--- src/rtl/mem_access_unit.sv ---
// Load/store front-end to a word-only memory: sub-word stores become read-merge-write, sub-word loads are lane-extracted and extended.
// Response 1/2/3/4 edges after accept (error/sw/load/sb-sh); one request in flight, req_ready only in IDLE.
module mem_access_unit #(
    parameter int ADDR_W = 32
) (
    input  logic              clk,
    input  logic              rst,
    input  logic              req_valid,
    output logic              req_ready,
    input  logic              req_we,
    input  logic [1:0]        req_size,
    input  logic              req_unsigned,
    input  logic [ADDR_W-1:0] req_addr,
    input  logic [31:0]       req_wdata,
    output logic              resp_valid,
    output logic [31:0]       resp_rdata,
    output logic              resp_err,
    output logic [ADDR_W-1:0] mem_addr,
    output logic [31:0]       mem_wdata,
    output logic              mem_write,
    output logic              mem_read,
    input  logic [31:0]       mem_rdata
);

    typedef enum logic [1:0] {IDLE, ISSUE, RDATA, WRITE} state_t;

    state_t            state;
    logic [ADDR_W-1:0] addr_q;
    logic              we_q;
    logic [1:0]        size_q;
    logic              uns_q;

    logic              misaligned;
    logic              word_store;
    logic [7:0]        ld_byte;
    logic [15:0]       ld_half;
    logic [31:0]       load_data;
    logic [31:0]       merged;

    always_comb begin
        misaligned = 1'b0;
        case (req_size)
            2'b00:   misaligned = 1'b0;
            2'b01:   misaligned = req_addr[0];
            2'b10:   misaligned = (req_addr[1:0] != 2'b00);
            default: misaligned = 1'b1;
        endcase
    end

    assign word_store = we_q && (size_q == 2'b10);
    assign req_ready  = (state == IDLE);
    assign mem_addr   = {addr_q[ADDR_W-1:2], 2'b00};
    assign mem_write  = (state == WRITE) || ((state == ISSUE) && word_store);
    assign mem_read   = (state == ISSUE) && !word_store;

    assign ld_byte = mem_rdata[{addr_q[1:0], 3'b000} +: 8];
    assign ld_half = mem_rdata[{addr_q[1], 4'b0000} +: 16];

    always_comb begin
        load_data = mem_rdata;
        case (size_q)
            2'b00:   load_data = uns_q ? {24'd0, ld_byte} : {{24{ld_byte[7]}}, ld_byte};
            2'b01:   load_data = uns_q ? {16'd0, ld_half} : {{16{ld_half[15]}}, ld_half};
            default: load_data = mem_rdata;
        endcase
    end

    // Store data was parked in mem_wdata at accept; its low lane is spliced into the read word.
    always_comb begin
        merged = mem_rdata;
        if (size_q == 2'b00)
            merged[{addr_q[1:0], 3'b000} +: 8] = mem_wdata[7:0];
        else
            merged[{addr_q[1], 4'b0000} +: 16] = mem_wdata[15:0];
    end

    always_ff @(posedge clk or posedge rst) begin
        if (rst) begin
            state      <= IDLE;
            addr_q     <= '0;
            we_q       <= 1'b0;
            size_q     <= 2'b00;
            uns_q      <= 1'b0;
            mem_wdata  <= 32'd0;
            resp_valid <= 1'b0;
            resp_err   <= 1'b0;
            resp_rdata <= 32'd0;
        end else begin
            resp_valid <= 1'b0;
            resp_err   <= 1'b0;
            resp_rdata <= 32'd0;
            case (state)
                IDLE: begin
                    if (req_valid) begin
                        addr_q    <= req_addr;
                        we_q      <= req_we;
                        size_q    <= req_size;
                        uns_q     <= req_unsigned;
                        mem_wdata <= req_wdata;
                        if (misaligned) begin
                            resp_valid <= 1'b1;
                            resp_err   <= 1'b1;
                        end else begin
                            state <= ISSUE;
                        end
                    end
                end
                ISSUE: begin
                    if (word_store) begin
                        resp_valid <= 1'b1;
                        state      <= IDLE;
                    end else begin
                        state <= RDATA;
                    end
                end
                RDATA: begin
                    if (we_q) begin
                        mem_wdata <= merged;
                        state     <= WRITE;
                    end else begin
                        resp_valid <= 1'b1;
                        resp_rdata <= load_data;
                        state      <= IDLE;
                    end
                end
                WRITE: begin
                    resp_valid <= 1'b1;
                    state      <= IDLE;
                end
                default: state <= IDLE;
            endcase
        end
    end

endmodule
--- config.mk ---
export PLATFORM = sky130hd
export DESIGN_NAME = mem_access_unit
export DESIGN_NICKNAME = d
export VERILOG_FILES = /design/src/rtl/mem_access_unit.sv
export SDC_FILE = /design/constraint.sdc
export NUM_CORES = 1
export LEC_CHECK = 0
export ABC_AREA = 0
export CELL_PAD_IN_SITES_DETAIL_PLACEMENT = 1
export CELL_PAD_IN_SITES_GLOBAL_PLACEMENT = 1
export CORE_MARGIN = 1
export CORE_UTILIZATION = 36
export DETAILED_ROUTE_END_ITERATION = 12
export GPL_TIMING_DRIVEN = 0
export HOLD_SLACK_MARGIN = 0.02
export PLACE_DENSITY = 0.95
export SETUP_SLACK_MARGIN = 0.1
export SYNTH_ARGS = -nofsm -noshare
export SYNTH_HDL_FRONTEND = slang
export SYNTH_SLANG_ARGS = --single-unit
--- constraint.sdc ---
create_clock -name clk -period 6.9 [get_ports clk]
set_input_delay 2.07 -clock clk [delete_from_list [all_inputs] [get_ports clk]]
set_output_delay 2.07 -clock clk [all_outputs]
set_load 0.01 [all_outputs]
==> summary.txt, run 1 <==
STA
  • Max-slew violations: 0
  • Final Hold Violating Endpoints: 0
  • Final period util: 0.579
  • Slew at the pin with the worst max-slew slack: 904 ps
  • Tmin final: 4000 ps
  • Worst Skew: 12.0 ps
  • Setup_tns: 0 ps
  • RSZ-0062 raised after global routing: false
  • Final setup viols: 0
  • Slew margin rel.: 0.393
  • Fmax: 250 MHz

Setup path
  • Setup CP Type: reg -> out
  • Worst r2r path cells: 9
  • Reg-to-reg critical path endpoint: mem_wdata[25]$_DFFE_PP0P_
  • Crit path launch type: flop
  • Reg2reg setup slack: 3730 ps
  • Worst setup EP type: output port
  • CP max FO: 10
  • WP data required: 4830 ps
  • FF-to-FF Start: addr_q[1]$_DFFE_PP0P_
  • Crit path DAT: 1930 ps

Drt
  • Routed vias/inst: 5.58
  • WL per Instance: 21.9 µm
  • Residual DRC: 2
  • Detailed Route WL: 19600 µm
  • Initial DRC Count: 466
  • First-pass detailed-route iteration total: 12
  • Antenna viol nets, final: 0
  • Vias: 5005

Run status
  • Failing checks: design-rule violations
  • Status: finished with violations

Flow run
  • Max Cap Violations: 0

Placed design
  • I/O Buffers: 201
  • GPL Wtd Cong: 0.863
  • Post-DP HPWL: 15200 µm

Power
  • Gate power share: 0.552
  • Clk pwr share: 0.149
  • Peak supply drop: 178 µV
  • Leakage power: 3.47 nW
  • Pint: 2.14 mW
  • Switch share: 0.399
  • Cell Pwr Density: 452 nW/µm²
  • Switching power: 1.42 mW
  • Overall power: 3.56 mW
  • Sequential share of power: 0.298

Cells and area
  • Most frequent cells in the layout: clkdlybuf4s50_1 (201), dfrtp_1 (104), nand2_1 (43)
  • Core Util, Final: 0.545
  • Layout area overhead: 48.6%
  • Ratio of cells with drive above 1 in the final layout: 0.154
  • Fill cells: 1542
  • Nets: 816
  • # diodes: 0
  • Commonest non-fill, non-tap cell in the layout: clkdlybuf4s50_1

Global route
  • Global-route wire length before repair: 29400 µm
  • Gr usage total: 0.262
  • Initial antenna violation count: 0
  • Largest net degree at the start of global routing: 57
  • GRT overflow: 0
  • Vias in the first global route: 5247

Yosys
  • Post-synth ARST share: 1.00
  • Synth Warn #: 0
  • Count of cell types in the netlist: 44
  • Register area share after synthesis: 0.490
  • Number of flops mapped to enable cells by yosys: 0
  • #FFs+latches synth: 104
  • Syn avg cell area: 10.8 µm²
  • Post-Syn Instances: 494
  • Main synth FF type: dfrtp_1
  • Syn Std Cell Area: 5310 µm²

Worst hold path
  • Hold path cells: 1
  • WHS Endpoint: addr_q[19]$_DFFE_PP0P_
  • Min-Delay Startpoint: addr_q[19]$_DFFE_PP0P_
  • Worst hold path type: reg -> reg

Floorplan
  • Die Height: 123 µm
  • Horiz. Die Dim: 123 µm
  • Initial core utilization: 0.367
  • Io pins: 204
  • Area of the die: 15200 µm²
  • Core ar.: 14500 µm²
  • Num rows: 44

Clock tree
  • Root buf cell: clkbuf_16
  • CTS-repair resized insts: 0
  • CTS Hold Bufs: 0
  • Clock Latency Late Sink: 360 ps
  • Reg clk slew, reported paths: 70 ps
  • Clk buf depth: 2
  • TritonCTS clock tree: yes
  • Post-CTS Setup Repair Bufs: 0
  • Htree depth: 3
  • Num CTS Buffers: 9
  • CTS sink cnt: 104
Yosys cell counts, types with 2 or more instances:
library cell,n,area [µm²]
a21o_1,24,180
a211o_1,17,149
o22ai_1,2,12.5
a211oi_2,2,25.0
nor2b_1,3,18.8
a21oi_1,2,10.0
a22o_1,8,70.1
buf_4,33,248
a222oi_1,7,70.1
a31oi_1,24,150
o21ai_0,13,65.1
nor2_1,39,146
nand2_1,43,161
mux2_2,41,462
dfrtp_1,104,2600
or2_2,2,12.5
ha_1,5,62.6
mux2i_1,20,200
buf_2,9,45.0
a221oi_1,25,219
clkbuf_1,19,71.3
buf_1,6,22.5
nor4bb_1,2,20.0
and2_1,3,18.8
nand2b_1,2,12.5
o211ai_1,7,52.6
inv_1,15,56.3
per-layer routing:
metal | GRT usage | vias up | routed length (µm)
li1 | - | 2206 | -
met1 | 0.332 | 2509 | 8110
met2 | 0.433 | 245 | 9490
met3 | 0.0567 | 45 | 1410
met4 | 0.108 | 0 | 596
met5 | 0 | - | 0
worst max path at each step:
stage | from | endpoint | slack (ps) | cells after the start
after CTS | size_q[1]$_DFFE_PP0P_ | mem_read | 2900 | 4
final | size_q[1]$_DFFE_PP0P_ | mem_read | 2900 | 4
after global routing | size_q[1]$_DFFE_PP0P_ | mem_write | 2840 | 4
after global placement | rst | resp_rdata[23]$_DFF_PP0_ | 710 | 2
after detailed placement | mem_rdata[23] | resp_rdata[21]$_DFF_PP0_ | 2600 | 6
after floorplan | rst | addr_q[0]$_DFFE_PP0P_ | 2100 | 1
cells by family (layout without fill, tap and decap cells):
| family | count (synthesis) | in the layout | synth area share |
|---|---|---|---|
| DFF | 104 | 104 | 0.490 |
| other | 1 | 2 | 0.000706 |
| and+or+nand+nor | 101 | 101 | 0.0827 |
| buffers and inverters | 83 | 301 | 0.0855 |
| AOI/OAI and AO/OA | 139 | 139 | 0.205 |
| muxes | 61 | 61 | 0.125 |
| adders and majority gates | 5 | 5 | 0.0118 |
power groups by stage:
stage	logic (mW)	clock network (mW)	registers, mW
after floorplan	1.05	0	1.07
after global placement	1.87	0	1.05
after detailed placement	1.95	0	1.07
after CTS	1.96	0.539	1.06
after global routing	2.11	0.563	1.09
final	1.97	0.532	1.06
registers in the layout, indices dropped and copies added, names as in the netlist:
name,flops
resp_valid,1
we_q,1
addr_q,32
size_q,2
resp_rdata,32
mem_wdata,32
uns_q,1
resp_err,1
state,2
critical path, cell delays in order (launching register included):
cell,delay [ps]
dfrtp_1,390
buf_2,200
a31oi_1,240
and2_1,190
clkdlybuf4s50_1,550
through the flow:
step | area, µm² | instances | setup slack (ps) | hold WS (ps)
after global placement | 7560 | 880 | 712 | 490
after floorplan | 5320 | 495 | 2100 | 482
final | 7890 | 897 | 2900 | 508
after CTS | 7890 | 897 | 2900 | 514
after global routing | 7890 | 897 | 2840 | 527
after detailed placement | 7590 | 881 | 2600 | 498
layout make-up:
cell class	instances	area [µm²]	share of cell area
flip-flops and latches	104	2600	0.330
multi-input cells	308	2260	0.286
repair buffers	202	2040	0.258
plain buffers	68	398	0.0504
well taps	184	230	0.0292
clock buffers	9	225	0.0285
clock inverters	7	78.8	0.00999
inverters	15	58.8	0.00745
Note: power is estimated with default switching activity, not from simulation.
==> run 2, diff against run 1 <==
CORE_UTILIZATION = 30   (was 36)
PLACE_DENSITY = 0.87   (was 0.95)
clock period = 3.53 ns   (was 6.9 ns; I/O delays follow)
==> run 2 against run 1 <==
  * Cell area rose by 0.79%
  * Register-to-register slack got worse by 3300 ps
  * Clock power rose by 95%
  * Cell count rose by 4.7%
  * Total power increased by 94%
  * Clock-buffer cell count increased by 5
  * Wire length is 1.2% lower
  * Largest power group unchanged
  * Non-clock buffer count grew 1
  * Flip-flop and latch count unchanged
  * The flow now finishes without violations
  * Highest routed layer unchanged
  * Largest cell class unchanged
  * Sequential power up 93%
==> summary.txt, run 2 (synthesis results as in run 1) <==
Global route
  • Global-route wire length before repair: 29900 µm
  • Initial antenna violation count: 0
  • Vias in the first global route: 5184
  • Gr usage total: 0.218
  • Largest net degree at the start of global routing: 43
  • GRT overflow: 0

Clock tree
  • Clock Latency Late Sink: 360 ps
  • TritonCTS clock tree: yes
  • CTS Hold Bufs: 0
  • CTS sink cnt: 104
  • Post-CTS Setup Repair Bufs: 0
  • Reg clk slew, reported paths: 70 ps
  • CTS-repair resized insts: 0
  • Root buf cell: clkbuf_16
  • Clk buf depth: 2
  • Htree depth: 3
  • Num CTS Buffers: 9

Floorplan
  • Core ar.: 17300 µm²
  • Num rows: 48
  • Area of the die: 18200 µm²
  • Horiz. Die Dim: 135 µm
  • Die Height: 135 µm
  • Io pins: 204
  • Initial core utilization: 0.307

Setup path
  • Setup CP Type: reg -> reg
  • Reg2reg setup slack: 480 ps
  • Crit path DAT: 3330 ps
  • CP max FO: 10
  • Critical path cell sequence: buf_2 -> clkbuf_1 -> inv_1 -> ha_1 -> nor4bb_1 -> buf_1 -> a221oi_1 -> a211o_1 -> a31oi_1
  • WP data required: 3810 ps
  • Crit path launch type: flop
  • Slowest stage delay, CP: 440 ps
  • CP max-delay cell: dfrtp_1
  • Worst setup EP type: flop

STA
  • Final period util: 0.865
  • Setup_tns: 0 ps
  • WHS: 508 ps
  • Worst Skew: 6.30 ps
  • RSZ-0062 raised after global routing: false
  • Tmin final: 3050 ps
  • Final WS setup: 477 ps
  • Final setup viols: 0
  • Fmax: 328 MHz
  • Final Hold Violating Endpoints: 0
  • Slew at the pin with the worst max-slew slack: 1010 ps
  • Slew margin rel.: 0.323
  • Max-slew violations: 0

Drt
  • Met2 wire len: 9440 µm
  • Detailed Route WL: 19400 µm
  • Met1 Routed Length: 7850 µm
  • Vias: 4825
  • First-pass detailed-route iteration total: 5
  • Residual DRC: 0
  • WL per Instance: 20.6 µm
  • Initial DRC Count: 280
  • Antenna viol nets, final: 0
  • Highest routed layer: met4
  • Met3 Wirelength: 1560 µm
  • Routed vias/inst: 5.14

Cells and area
  • Ratio of cells with drive above 1 in the final layout: 0.151
  • Largest registers: addr_q: 32 flops, mem_wdata: 32 flops, resp_rdata: 32 flops
  • Core Util, Final: 0.460
  • Layout area overhead: 49.8%
  • Final Non-Filler Cells: 939
  • Fill cells: 1930
  • Nets: 817
  • Commonest non-fill, non-tap cell in the layout: clkdlybuf4s50_1
  • Most frequent cells in the layout: clkdlybuf4s50_1 (201), dfrtp_1 (104), nand2_1 (43)
  • Post-route cell area: 7950 µm²
  • # diodes: 0

Power
  • Switching power: 2.69 mW
  • Overall power: 6.91 mW
  • Gate power share: 0.552
  • Clk pwr share: 0.151
  • Leakage power: 3.47 nW
  • Pint: 4.22 mW
  • Peak supply drop: 311 µV
  • Sequential share of power: 0.297
  • Cell Pwr Density: 868 nW/µm²
  • Switch share: 0.389

Run status
  • Status: finished clean

Placed design
  • Placed Cells: 923
  • DP Area: 7650 µm²
  • Post-DP HPWL: 14700 µm
  • Post-placement worst setup slack: 118 ps
  • I/O Buffers: 201
  • GPL Wtd Cong: 0.901

Worst hold path
  • Worst hold path type: reg -> reg

Flow run
  • Max Cap Violations: 0
[run 2: final timing paths]
path	start	end	cells past startpoint
min in group asynchronous	rst	mem_wdata[26]$_DFFE_PP0P_	2
max in group asynchronous	rst	resp_rdata[8]$_DFF_PP0_	3
setup reg to reg	addr_q[1]$_DFFE_PP0P_	mem_wdata[26]$_DFFE_PP0P_	9
setup / recovery	addr_q[1]$_DFFE_PP0P_	mem_wdata[26]$_DFFE_PP0P_	9
hold reg to reg	addr_q[9]$_DFFE_PP0P_	addr_q[9]$_DFFE_PP0P_	1
hold / removal	addr_q[9]$_DFFE_PP0P_	addr_q[9]$_DFFE_PP0P_	1
[run 2: critical path, delay by kind of cell, from the launching register on]
kind	cells	cell delay, ps
adders and majority gates	1	340
and+or+nand+nor	1	290
DFF	1	440
AOI/OAI and AO/OA	3	650
buffers and inverters	4	1250
[run 2: layer usage]
metal	global-route usage	vias up
met3	0.0642	36
li1	-	2196
met2	0.365	211
met1	0.262	2382
met4	0.0880	0
met5	0	-
[run 2: power groups by stage]
stage          Clock [mW]  Sequential [mW]  Combinational [mW]
6_report             1.04             2.05                3.81
2_1_floorplan           0             2.09                2.06
4_1_cts              1.07             2.05                3.82
5_1_grt              1.12             2.11                4.10
3_3_place_gp            0             2.04                3.68
3_5_place_dp            0             2.07                3.78
[run 2: final cells by class]
type	count	area, µm²	area share
inverters	15	60.1	0.00755
flip-flops and latches	104	2600	0.327
clock buffers	14	264	0.0332
clock inverters	2	37.5	0.00472
multi-input cells	308	2260	0.284
well taps	225	282	0.0354
repair buffers	203	2050	0.258
plain buffers	68	398	0.0500
